`src/rtl/spi_adc_slave.sv`:
```
// spi_adc_slave
// Emulates an 8-bit serial ADC for the SPI capture master. On each chip-select
// assertion the parallel sample is frozen and shifted out MSB-first inside a
// 16-clock frame: LEAD_ZEROS zeros, DATA_BITS data bits, then zeros.
// sclk and cs_n are asynchronous to clk and are synchronized internally.
//
// Ports:
//   clk        system clock (same domain as the master)
//   n_rst      asynchronous active-low reset
//   sclk       serial clock from the master, idles high, data changes on fall
//   cs_n       chip select from the master, active low
//   sample_in  parallel sample, latched on the detected cs_n fall
//   sdata      serial data to the master
//   busy       high while a frame is in progress (equals state == SHIFT)
//   word_sent  1-clk pulse: frame ended after all data bits were shifted
//   aborted    1-clk pulse: frame ended before all data bits were shifted
//   bit_cnt    sclk falling edges counted in the current frame (saturating)
//
// Handshake: there is no valid/ready pair; cs_n delimits a frame and every
// detected sclk fall inside a frame advances the frame by exactly one bit.
module spi_adc_slave #(
  parameter int LEAD_ZEROS = 3,
  parameter int DATA_BITS  = 8,
  parameter int FRAME_BITS = 16
) (
  input  logic                 clk,
  input  logic                 n_rst,
  input  logic                 sclk,
  input  logic                 cs_n,
  input  logic [DATA_BITS-1:0] sample_in,
  output logic                 sdata,
  output logic                 busy,
  output logic                 word_sent,
  output logic                 aborted,
  output logic [4:0]           bit_cnt
);

  typedef enum logic {IDLE = 1'b0, SHIFT = 1'b1} state_t;

  localparam logic [5:0] FIRST_DATA_N = 6'(LEAD_ZEROS);
  localparam logic [5:0] LAST_DATA_N  = 6'(LEAD_ZEROS + DATA_BITS);
  localparam logic [4:0] DONE_CNT     = 5'(LEAD_ZEROS + DATA_BITS);
  localparam logic [4:0] SAT_CNT      = 5'(FRAME_BITS);

  // Two synchronizer flops plus one history flop per asynchronous input.
  // All reset to 1 (the idle level) so no edge is seen right after reset.
  logic sclk_s1_q, sclk_s2_q, sclk_h_q;
  logic cs_s1_q, cs_s2_q, cs_h_q;

  always_ff @(posedge clk or negedge n_rst) begin
    if (!n_rst) begin
      sclk_s1_q <= 1'b1;
      sclk_s2_q <= 1'b1;
      sclk_h_q  <= 1'b1;
      cs_s1_q   <= 1'b1;
      cs_s2_q   <= 1'b1;
      cs_h_q    <= 1'b1;
    end else begin
      sclk_s1_q <= sclk;
      sclk_s2_q <= sclk_s1_q;
      sclk_h_q  <= sclk_s2_q;
      cs_s1_q   <= cs_n;
      cs_s2_q   <= cs_s1_q;
      cs_h_q    <= cs_s2_q;
    end
  end

  logic sclk_fall, cs_fall, cs_rise;
  assign sclk_fall = sclk_h_q & ~sclk_s2_q;
  assign cs_fall   = cs_h_q & ~cs_s2_q;
  assign cs_rise   = ~cs_h_q & cs_s2_q;

  state_t               state_q, state_d;
  logic [DATA_BITS-1:0] shreg_q, shreg_d;
  logic [4:0]           bit_cnt_q, bit_cnt_d;
  logic                 sdata_q, sdata_d;
  logic                 word_sent_q, word_sent_d;
  logic                 aborted_q, aborted_d;
  logic [5:0]           frame_n;

  always_ff @(posedge clk or negedge n_rst) begin
    if (!n_rst) begin
      state_q     <= IDLE;
      shreg_q     <= '0;
      bit_cnt_q   <= '0;
      sdata_q     <= 1'b0;
      word_sent_q <= 1'b0;
      aborted_q   <= 1'b0;
    end else begin
      state_q     <= state_d;
      shreg_q     <= shreg_d;
      bit_cnt_q   <= bit_cnt_d;
      sdata_q     <= sdata_d;
      word_sent_q <= word_sent_d;
      aborted_q   <= aborted_d;
    end
  end

  always_comb begin
    state_d     = state_q;
    shreg_d     = shreg_q;
    bit_cnt_d   = bit_cnt_q;
    sdata_d     = sdata_q;
    word_sent_d = 1'b0;
    aborted_d   = 1'b0;
    // Frame number this sclk fall would start (1-based).
    frame_n     = {1'b0, bit_cnt_q} + 6'd1;

    case (state_q)
      IDLE: begin
        sdata_d = 1'b0;
        if (cs_fall) begin
          state_d   = SHIFT;
          shreg_d   = sample_in;
          bit_cnt_d = '0;
        end
      end
      SHIFT: begin
        // cs_rise has priority over a coincident sclk_fall.
        if (cs_rise) begin
          state_d = IDLE;
          sdata_d = 1'b0;
          if (bit_cnt_q >= DONE_CNT) word_sent_d = 1'b1;
          else                       aborted_d   = 1'b1;
        end else if (sclk_fall) begin
          if (bit_cnt_q != SAT_CNT) bit_cnt_d = bit_cnt_q + 5'd1;
          if (frame_n > FIRST_DATA_N && frame_n <= LAST_DATA_N) begin
            sdata_d = shreg_q[DATA_BITS-1];
            shreg_d = {shreg_q[DATA_BITS-2:0], 1'b0};
          end else begin
            sdata_d = 1'b0;
          end
        end
      end
      default: state_d = IDLE;
    endcase
  end

  assign sdata     = sdata_q;
  assign busy      = (state_q == SHIFT);
  assign word_sent = word_sent_q;
  assign aborted   = aborted_q;
  assign bit_cnt   = bit_cnt_q;

endmodule

```
`config.mk`:
```
export PLATFORM = sky130hd
export DESIGN_NAME = spi_adc_slave
export DESIGN_NICKNAME = d
export VERILOG_FILES = /design/src/rtl/spi_adc_slave.sv
export SDC_FILE = /design/constraint.sdc
export NUM_CORES = 1
export LEC_CHECK = 0
export CORE_MARGIN = 5
export CORE_UTILIZATION = 45
export CTS_CLUSTER_SIZE = 12
export DETAILED_ROUTE_END_ITERATION = 10
export PLACE_DENSITY = 0.73
export RECOVER_POWER = 100
export SYNTH_ARGS = -nofsm -noshare
export SYNTH_HDL_FRONTEND = slang
export SYNTH_SLANG_ARGS = --single-unit
```
`constraint.sdc`:
```
create_clock -name clk -period 1.8 [get_ports clk]
set_input_delay 0.36 -clock clk [delete_from_list [all_inputs] [get_ports clk]]
set_output_delay 0.36 -clock clk [all_outputs]
set_load 0.005 [all_outputs]
```
After elaboration in Yosys (flattened, before gate mapping)
Index checks and enable logic that the tools add are counted.
{"block": "totals", "register_bits": 23, "inputBits": 12, "out_inout_bits": 9}
{"block": "classes", "reduce_logical": 3, "n_mux": 23, "magnitude_cmp": 3, "bitwise_logic": 7, "addsub": 2, "eq_ne": 7}
{"operator": "$mux W8", "count": 4}
{"operator": "$mux W5", "count": 4}
{"operator": "$pmux W8 S2", "count": 1}
{"operator": "$mux W1", "count": 11}
{"operator": "$pmux W5 S2", "count": 1}
{"operator": "$reduce_and A4 Y1", "count": 2}
{"operator": "$add A5 B1 Y6 const B", "count": 1}
{"operator": "$gt A6 B2 Y1 const B", "count": 1}
{"operator": "$le A6 B4 Y1 const B", "count": 1}
{"operator": "$ne A2 B2 Y1 const B", "count": 3}
{"operator": "$add A5 B1 Y5 const B", "count": 1}
{"operator": "$ge A5 B4 Y1 const B", "count": 1}
{"operator": "$ne A5 B5 Y1 const B", "count": 1}
{"operator": "$ne A2 B1 Y1 const B", "count": 2}
{"operator": "$not A1 Y1", "count": 4}
{"operator": "$pmux W1 S2", "count": 2}
{"operator": "$and A1 B1 Y1", "count": 3}
{"operator": "$ne A3 B3 Y1 const B", "count": 1}
{"operator": "$logic_and A1 B1 Y1", "count": 1}

Longest topological paths before layout
Gate-level depths: netlist of run 1.
{"block": "logic_depth", "word_depth": 7, "depth_mapped": 6, "ltp_nobuf": 5}

Least setup slack after synthesis of run 1
No wires, ideal clock.
{"block": "synth_timing", "kind": "reg2reg", "start": "register bit_cnt_q[0] (netlist: bit_cnt[0])", "end": "register sdata_q (netlist: sdata)", "stages_incl_launch_ff": 7, "arrival_ns": 1.699, "path_buffers": 1, "slack_ns": 0.007, "period_less_slack_ns": 1.793, "setup_ns": 0.094, "path_cell_list": "dfrtp_1 -> ha_1 -> buf_2 -> xnor2_1 -> or3_4 -> a211o_1 -> a211oi_1"}
{"block": "synth_between", "elab_chain_len": 7, "word_cells_on_any_way": 8, "classes_between": "1 x add/sub; 2 x order compare; 4 x mux; 1 x reduce/logical"}
{"item": "start: declaration", "line_no": "75", "rtl": "logic [4:0] bit_cnt_q, bit_cnt_d;"}
{"item": "start signal: assignment", "line_no": "92", "rtl": "bit_cnt_q <= bit_cnt_d;"}
{"item": "$add A5 B1 Y6 (*)", "line_no": "107", "rtl": "frame_n = {1'b0, bit_cnt_q} + 6'd1;"}
{"item": "$gt A6 B2 Y1 / $le A6 B4 Y1 (equally long branches)", "line_no": "127", "rtl": "if (frame_n > FIRST_DATA_N && frame_n <= LAST_DATA_N) begin"}
{"item": "$logic_and A1 B1 Y1 (*)", "line_no": "127"}
{"item": "$mux W1 (*)", "line_no": "127"}
{"item": "$mux W1 (*)", "line_no": "125", "rtl": "end else if (sclk_fall) begin"}
{"item": "$mux W1 (*)", "line_no": "120", "rtl": "if (cs_rise) begin"}
{"item": "$pmux W1 S2 (*)", "line_no": "109", "rtl": "case (state_q)"}
{"item": "end signal: assignment", "line_no": "93", "rtl": "sdata_q <= sdata_d;"}
{"item": "end: declaration", "line_no": "76", "rtl": "logic sdata_q, sdata_d;"}
Every way passes the cells marked *; elsewhere a longest branch is shown, timed or not. The select of a mux whose other input is x is not followed.
A chain may end at the register's enable or synchronous reset.

Worst setup path after layout of run 1
{"block": "layout_timing", "start": "register cs_h_q", "end": "register bit_cnt_q[4] (netlist: bit_cnt[4])"}
{"block": "layout_between", "elab_chain_len": 4, "word_cells_on_any_way": 6, "classes_between": "2 x eq/ne; 3 x bitwise; 1 x reduce/logical"}
{"item": "start: declaration", "line_no": "48", "rtl": "logic cs_s1_q, cs_s2_q, cs_h_q;"}
{"item": "start signal: assignment", "line_no": "64", "rtl": "cs_h_q <= cs_s2_q;"}
{"item": "$not A1 Y1", "line_no": "71", "rtl": "assign cs_rise = ~cs_h_q & cs_s2_q;"}
{"item": "$and A1 B1 Y1", "line_no": "71"}
{"item": "$ne A2 B2 Y1 (no source line)"}
{"item": "$reduce_and A4 Y1 (no source line) (*)"}
Every way passes the cells marked *; elsewhere a longest branch is shown, timed or not.

==> results of run 1 <==
==> kinds of logic (layout without fill, tap and decap cells) <==
family / Yosys count / after routing / share of synthesized area
and+or+nand+nor: 39 / 39 / 0.174
AOI/OAI and AO/OA: 37 / 37 / 0.238
DFF: 23 / 23 / 0.492
buffers and inverters: 12 / 47 / 0.0506
adders and majority gates: 2 / 2 / 0.0211
muxes: 2 / 2 / 0.0169
xor gates and xnor gates: 1 / 1 / 0.00739
==> metal layers <==
layer / up-vias / share of wire / global-route usage
li1: 498 / - / -
met1: 496 / 0.45 / 0.218
met2: 21 / 0.50 / 0.266
met3: 2 / 0.048 / 0.0273
met4: 0 / 0.0047 / 0.0485
met5: - / 0 / 0
==> registers in the layout (all words and copies together) (netlist names) <==
signal	count
cs_s1_q	1
cs_h_q	1
busy	1
sclk_h_q	1
bit_cnt	5
aborted	1
word_sent	1
sdata	1
sclk_s2_q	1
shreg_q	8
cs_s2_q	1
sclk_s1_q	1
==> path summary, 6_finish.rpt <==
kind,endpoint,cells after the start
min in group asynchronous,word_sent,2
worst max register to register,bit_cnt[4],4
worst min-delay path,cs_s2_q,0
worst max-delay path,bit_cnt[4],4
max in group asynchronous,bit_cnt[3],2
worst min register to register,cs_s2_q,0
==> layout by cell type, fill, tap and decap left out, types with 2 or more instances in the layout <==
master / synthesis / final
nor2_1: 6 / 6
and3_1: 3 / 3
nor3_1: 7 / 7
o21ai_0: 6 / 5
nand2_1: 9 / 9
buf_4: 1 / 14
o22ai_1: 5 / 5
nor4_1: 2 / 2
nand3_1: 2 / 2
clkdlybuf4s50_1: 0 / 14
dlygate4sd3_1: 0 / 6
o2111ai_1: 2 / 2
mux2i_1: 2 / 2
a21oi_1: 6 / 5
inv_1: 6 / 6
a211oi_1: 6 / 6
dfstp_2: 6 / 6
clkbuf_4: 0 / 3
nand2b_1: 3 / 3
dfrtp_1: 17 / 16
==> final cells by class <==
| cell class | count | area (um2) |
|---|---|---|
| well taps | 30 | 37.5 |
| multi-input cells | 81 | 558 |
| inverters | 6 | 22.5 |
| clock buffers | 3 | 22.5 |
| clock inverters | 1 | 5.00 |
| fillers | 232 | 945 |
| flip-flops and latches | 23 | 584 |
| repair buffers | 37 | 325 |
==> worst max-delay path: cells and delay by family (launching register included) <==
family / cells / cell delay (ns)
AND/OR/NAND/NOR: 2 / 0.82
flip-flops: 1 / 0.59
AO/OA/AOI/OAI: 2 / 0.31
==> timing repair <==
action / CTS / global route
gates resized for setup: 4 / 4
setup endpoints to repair: 5 / 10
pin swaps: 0 / 1
setup buffers: 0 / 2
==> per-stage QoR <==
stage / hold slack, ns / cells / setup TNS [ns]
final: 0.366 / 181 / 0
after global routing: 0.374 / 181 / -0.0460
after CTS: 0.367 / 179 / 0
after detailed placement: 0.348 / 175 / -0.0187
after global placement: 0.346 / 175 / 0
after floorplan: 0.0644 / 116 / 0
==> power breakdown <==
group / switching [mW] / internal (mW) / total (mW)
Sequential: 0.0823 / 0.658 / 0.740
Combinational: 0.403 / 0.403 / 0.806
Clock: 0.156 / 0.0828 / 0.239
==> results.sh, run 1 <==
export IMPL_cts_buffers=3
export IMPL_insertion_delay_ns=0.31
export IMPL_vias_per_cell=5.62
export IMPL_syn_inst=116
export IMPL_hold_start="cs_s1_q"
export IMPL_timing_rr_start="cs_h_q"
export IMPL_min_period_ns=1.78
export IMPL_antennaDiodeCount=0
export IMPL_synth_area_mm2=0.00119
export IMPL_tightestPinTransition_ns=0.578
export IMPL_finalCritPeriodShare=0.990
export IMPL_grt_pass1_vias=978
export IMPL_synth_top_area_frac=0.359
export IMPL_io_buffers=20
export IMPL_cts_root_buf="clkbuf_4"
export IMPL_clock_sinks=23
export IMPL_syn_nets=130
export IMPL_synth_warnings=0
export IMPL_dieArea_mm2=0.00376
export IMPL_via_count=1017
export IMPL_drt_total_wl_um=2780
export IMPL_peakVddDrop_mv=0.740
export IMPL_clkTransAtPathRegs_ns=0.13
export IMPL_slew_viol_final=0
export IMPL_grt_start_max_net_pins=24
export IMPL_drc=0
export IMPL_antenna_found_initial=0
export IMPL_cts_tree="done"
export IMPL_power_mw=1.78
export IMPL_power_density_mw_per_mm2=1150
export IMPL_p_leak_nw=0.679
export IMPL_core_area_mm2=0.00250
export IMPL_crit_type="register to register"
export IMPL_post_dp_cell_area_mm2=0.00150
export IMPL_rrSetupSlack_ns=0.02
export IMPL_synthArstFlopShare=1.00
export IMPL_ys_flop_type="dfrtp_1"
export IMPL_yosys_area_top_type="dfrtp_1"
export IMPL_chipWidth_um=61.3
export IMPL_worst_setup_path_end_kind="register"
export IMPL_synth_most_common_cell="dfrtp_1"
export IMPL_rows=18
export IMPL_worstPathMaxFanout=7
export IMPL_synthTopCellsByCount="17 x dfrtp_1, 9 x nand2_1, 7 x nor3_1"
export IMPL_synth_avg_cell_area_um2=10.2
export IMPL_slowest_stage="dfstp_2"
export IMPL_h_tree_depth=1
export IMPL_ctsHoldBuffers=0
export IMPL_die_h_um=61.3
export IMPL_max_freq_mhz=561
export IMPL_synth_cell_types=41
export IMPL_cpPeakStageDelay_ns=0.59
export IMPL_slew_headroom=0.615
export IMPL_grt_use_total=0.161
export IMPL_rsz0062_at_grt="yes"
export IMPL_pre_cts_ws_ns=-0.0187
export IMPL_initial_core_util=0.474
export IMPL_fin_area_mm2=0.00156
export IMPL_synth_edff_count=0
export IMPL_gp_congestion=0.813
export IMPL_drive_gt1_frac=0.245
export IMPL_crit_start="cs_h_q"
export IMPL_path_cells="or3b_4, o31a_4, or3_1, a21oi_2"
export IMPL_post_drt_wl_per_cell_um=15.4
export IMPL_ant_nets=0
export IMPL_skew_ns=0.0110
export IMPL_io_pins=21
export IMPL_firstDrtPassIters=4
export IMPL_final_core_utilization=0.622
export IMPL_critPathArrivalTime_ns=2.02
export IMPL_crit_required_ns=2.04
export IMPL_hold_viol_final=0
export IMPL_status="completed"
export IMPL_dr_first_iter_drc_count=45
export IMPL_overflow=0
export IMPL_clock_path_buffers=2
export IMPL_start_kind="register"
export IMPL_netlist_top_cells_area="dfrtp_1 36%, dfstp_2 13%, a211oi_1 3.8%, nor3_1 3.0%, nand2_1 2.8%"
export IMPL_seq_area_frac_synth=0.492
export IMPL_hold_path_class="register to register"
export IMPL_dp_hpwl_um=2010
export IMPL_worst_slack_ns=0.0181
export IMPL_cap_violations=0
export IMPL_syn_to_final_growth_pct=31.1
export IMPL_setup_viol=0
export IMPL_grt_pass1_wl_um=4470
export IMPL_ys_seq_elements=23
export IMPL_final_nets=166
(Power assumes the default switching activity.)
==> inputs of run 2 (changes only) <==
RECOVER_POWER = not set   (was 100)
==> run 2 against run 1 <==
Die area did not move. Fmax barely moved. Non-clock buffer count did not move. Utilization rose by 0.25 points. Cell area rose by 0.40%. Global-route usage did not move.
==> results.sh, run 2 (synthesized netlist as in run 1, its figures left out) <==
export IMPL_status="completed"
export IMPL_skew_ns=0.0109
export IMPL_finalCritPeriodShare=0.990
export IMPL_dieArea_mm2=0.00376
export IMPL_syn_to_final_growth_pct=31.6
export IMPL_p_leak_nw=0.673
export IMPL_final_nets=166
export IMPL_final_cell_mix="20 x clkdlybuf4s50_1, 16 x dfrtp_1, 16 x buf_4"
export IMPL_hold_start="cs_s1_q"
export IMPL_layout_commonest_cell="clkdlybuf4s50_1"
export IMPL_path_cells="or3b_4, o31a_4, or3_1, a21oi_2"
export IMPL_io_buffers=20
export IMPL_initial_core_util=0.474
export IMPL_cts_buffers=3
export IMPL_crit_type="register to register"
export IMPL_crit_family="simple AND/OR/NAND/NOR gates"
export IMPL_power_density_mw_per_mm2=1150
export IMPL_io_pins=21
export IMPL_dr_first_iter_drc_count=46
export IMPL_overflow=0
export IMPL_clkTransAtPathRegs_ns=0.13
export IMPL_fin_area_mm2=0.00156
export IMPL_max_freq_mhz=561
export IMPL_chipWidth_um=61.3
export IMPL_slew_viol_final=0
export IMPL_antennaDiodeCount=0
export IMPL_final_core_utilization=0.625
export IMPL_grt_use_total=0.161
export IMPL_core_area_mm2=0.00250
export IMPL_drc=0
export IMPL_cts_root_buf="clkbuf_4"
export IMPL_slowest_stage="dfstp_2"
export IMPL_antenna_found_initial=0
export IMPL_vias_per_cell=5.59
export IMPL_drive_gt1_frac=0.252
export IMPL_hold_path_class="register to register"
export IMPL_timing_rr_start="cs_h_q"
export IMPL_slew_headroom=0.650
export IMPL_fin_tns_setup_ns=0
export IMPL_grt_start_max_net_pins=24
export IMPL_crit_required_ns=2.04
export IMPL_final_cells=181
export IMPL_clock_sinks=23
export IMPL_ctsHoldBuffers=0
export IMPL_critPathBufInv=0
export IMPL_rsz0062_at_grt="yes"
export IMPL_clock_path_buffers=2
export IMPL_min_period_ns=1.78
export IMPL_peakVddDrop_mv=0.741
export IMPL_firstDrtPassIters=4
export IMPL_ant_nets=0
export IMPL_die_h_um=61.3
export IMPL_start_kind="register"
export IMPL_drt_total_wl_um=2780
export IMPL_post_drt_wl_per_cell_um=15.3
export IMPL_worst_slack_ns=0.0187
export IMPL_grt_pass1_vias=978
export IMPL_cts_tree="done"
export IMPL_via_count=1011
export IMPL_gp_congestion=0.813
export IMPL_critPathArrivalTime_ns=2.02
export IMPL_post_dp_cell_area_mm2=0.00150
export IMPL_setup_viol=0
export IMPL_h_tree_depth=1
export IMPL_dp_cells=175
export IMPL_tightestPinTransition_ns=0.519
export IMPL_cpPeakStageDelay_ns=0.59
export IMPL_hold_viol_final=0
export IMPL_largest_reg_flops=8
export IMPL_rows=18
export IMPL_grt_pass1_wl_um=4470
export IMPL_pre_cts_ws_ns=-0.0187
export IMPL_insertion_delay_ns=0.31
export IMPL_worstPathMaxFanout=7
export IMPL_crit_start="cs_h_q"
export IMPL_worst_setup_path_end_kind="register"
export IMPL_cap_violations=0
export IMPL_dp_hpwl_um=2010
export IMPL_regMostFlops="shreg_q"
-- run 2: routing by layer --
metal  GRT usage  vias to the layer above  part of all wire  routed length (um)
met5           0                        -                 0                   0
met4      0.0485                        0            0.0047                  13
met3      0.0273                        2             0.046                 129
met2       0.266                       19              0.49                1370
met1       0.218                      492              0.45                1260
li1            -                      498                 -                   -
-- run 2: repair_timing --
action,4_1_cts,5_1_grt
resized for setup,4,4
pin swaps,0,1
setup endpoints to repair,5,10
buffers inserted,0,2
-- run 2: stage by stage --
step / hold slack (ns) / power, mW
6_report: 0.366 / 1.79
5_1_grt: 0.374 / 1.92
4_1_cts: 0.367 / 1.78
3_5_place_dp: 0.348 / 1.53
3_3_place_gp: 0.346 / 1.50
2_1_floorplan: 0.0644 / 1.19
-- run 2: cell type report --
class | count | area (um2)
tap | 30 | 37.5
timing repair buffer | 37 | 332
clock buffer | 3 | 22.5
clock inverter | 1 | 5.00
fill | 229 | 938
multi-input combinational | 81 | 558
sequential | 23 | 584
inverter | 6 | 22.5
-- run 2: power breakdown --
group	internal, mW	leakage (nW)	total [mW]	switching, mW
clock network	0.0828	0.0177	0.239	0.156
logic	0.409	0.377	0.812	0.403
registers	0.658	0.279	0.740	0.0825
-- run 2: worst paths after layout --
kind                       slack [ns]  cells after the start          to
setup / recovery                 0.02                      4  bit_cnt[4]
hold / removal                   0.37                      0     cs_s2_q
setup reg to reg                 0.02                      4  bit_cnt[4]
hold reg to reg                  0.37                      0     cs_s2_q
max in group asynchronous        1.14                      2      cs_h_q
min in group asynchronous        0.38                      2   word_sent
==> inputs of run 3 (changes only) <==
CORE_UTILIZATION = 46   (was 45)
PLACE_DENSITY = 0.74   (was 0.73)
==> run 3 against run 2 <==
Register-to-register slack gained 0.04 ns. Clock skew shrank 0.0035 ns. Flip-flop and latch count is the same. Sequential share of layout area shrank 0.97 points. Fmax grew 2.3%. Total power grew 1.6%. Non-clock buffer count grew 6. Critical path type unchanged.
==> results.sh, run 3 (synthesized netlist as in run 1, its figures left out) <==
export IMPL_hold_path_class="register to register"
export IMPL_dp_hpwl_um=2040
export IMPL_vias_per_cell=5.71
export IMPL_cts_root_buf="clkbuf_4"
export IMPL_pre_cts_ws_ns=-0.0406
export IMPL_min_period_ns=1.74
export IMPL_tightestPinTransition_ns=0.513
export IMPL_slew_headroom=0.658
export IMPL_worstPathMaxFanout=5
export IMPL_grt_pass1_vias=1025
export IMPL_holdWs_ns=0.364
export IMPL_clock_sinks=23
export IMPL_status="completed"
export IMPL_gp_congestion=0.843
export IMPL_grt_start_max_net_pins=24
export IMPL_hold_viol_final=0
export IMPL_chipWidth_um=60.8
export IMPL_slew_viol_final=0
export IMPL_max_freq_mhz=574
export IMPL_antennaDiodeCount=0
export IMPL_post_drt_wl_per_cell_um=15.6
export IMPL_ctsHoldBuffers=0
export IMPL_grt_pass1_wl_um=4540
export IMPL_post_dp_cell_area_mm2=0.00149
export IMPL_fin_area_mm2=0.00161
export IMPL_ant_nets=0
export IMPL_setup_viol=0
export IMPL_die_h_um=60.8
export IMPL_worst_setup_path_end_kind="register"
export IMPL_clkTransAtPathRegs_ns=0.12
export IMPL_final_cell_mix="22 x buf_4, 20 x clkdlybuf4s50_1, 15 x dfrtp_1"
export IMPL_initial_core_util=0.479
export IMPL_drc=0
export IMPL_power_mw=1.82
export IMPL_drt_total_wl_um=2920
export IMPL_firstDrtPassIters=4
export IMPL_io_pins=21
export IMPL_final_nets=172
export IMPL_dieArea_mm2=0.00369
export IMPL_final_core_utilization=0.648
export IMPL_path_cells="ha_2, xnor2_1, or3_4, a211o_1, a211oi_2"
export IMPL_dr_first_iter_drc_count=51
export IMPL_power_density_mw_per_mm2=1130
export IMPL_syn_to_final_growth_pct=35.4
export IMPL_cts_buffers=3
export IMPL_p_leak_nw=0.697
export IMPL_slowest_stage="dfrtp_1"
export IMPL_fin_tns_setup_ns=0
export IMPL_insertion_delay_ns=0.31
export IMPL_cts_tree="done"
export IMPL_layout_commonest_cell="buf_4"
export IMPL_rows=18
export IMPL_crit_type="register to register"
export IMPL_overflow=0
export IMPL_crit_required_ns=2.03
export IMPL_start_kind="register"
export IMPL_dp_cells=174
export IMPL_grt_use_total=0.165
export IMPL_largest_reg_flops=8
export IMPL_h_tree_depth=1
export IMPL_worst_slack_ns=0.0583
export IMPL_finalCritPeriodShare=0.968
export IMPL_peakVddDrop_mv=0.840
export IMPL_cap_violations=0
export IMPL_io_buffers=20
export IMPL_final_cells=187
export IMPL_critPathArrivalTime_ns=1.97
export IMPL_antenna_found_initial=0
export IMPL_skew_ns=0.00742
export IMPL_via_count=1067
export IMPL_clock_path_buffers=2
export IMPL_cpPeakStageDelay_ns=0.40
export IMPL_core_area_mm2=0.00248
export IMPL_regMostFlops="shreg_q"
export IMPL_drive_gt1_frac=0.280
-- run 3: cell types whose count changed in the layout (fill, tap and decap cells not counted), sizes merged --
cell    change
clkbuf      +1
clkinv      -1
buf         +6
-- run 3: per-layer routing --
metal,global-route usage,vias to the layer above,wire [um]
li1,-,515,-
met1,0.218,508,1330
met2,0.264,36,1370
met3,0.0298,8,167
met4,0.0743,0,48
met5,0,-,0
-- run 3: timing repair --
action	CTS	global route
endpoints found under the hold margin	0	0
buffers inserted	1	8
pin swaps	1	2
setup endpoints to repair	4	14
resized for setup	4	5
-- run 3: layout make-up --
| class | count | area [um2] |
|---|---|---|
| clock buffers | 4 | 26.3 |
| fillers | 202 | 871 |
| inverters | 6 | 22.5 |
| multi-input cells | 81 | 558 |
| flip-flops and latches | 23 | 586 |
| well taps | 30 | 37.5 |
| repair buffers | 43 | 377 |
-- run 3: worst max-delay path: cells and delay by family, from the launching register on --
kind	cells	cell delay, ns
AO/OA/AOI/OAI	2	0.55
adder cells (fa/ha/maj)	1	0.22
XOR/XNOR	1	0.15
flip-flops	1	0.40
AND/OR/NAND/NOR	1	0.34
-- run 3: report_power, final --
part | internal (mW) | total (mW) | switching, mW
clock | 0.0866 | 0.243 | 0.156
sequential | 0.658 | 0.753 | 0.0951
combinational | 0.422 | 0.825 | 0.404
total | 1.17 | 1.82 | 0.655
-- run 3: final timing paths --
path	depth (start not counted)	slack [ns]	end	start
setup / recovery	5	0.06	sdata	bit_cnt[0]
hold / removal	0	0.36	cs_s2_q	cs_s1_q
setup reg to reg	5	0.06	sdata	bit_cnt[0]
hold reg to reg	0	0.36	cs_s2_q	cs_s1_q
max in group asynchronous	2	1.13	cs_s1_q	n_rst
min in group asynchronous	2	0.38	shreg_q[6]	n_rst
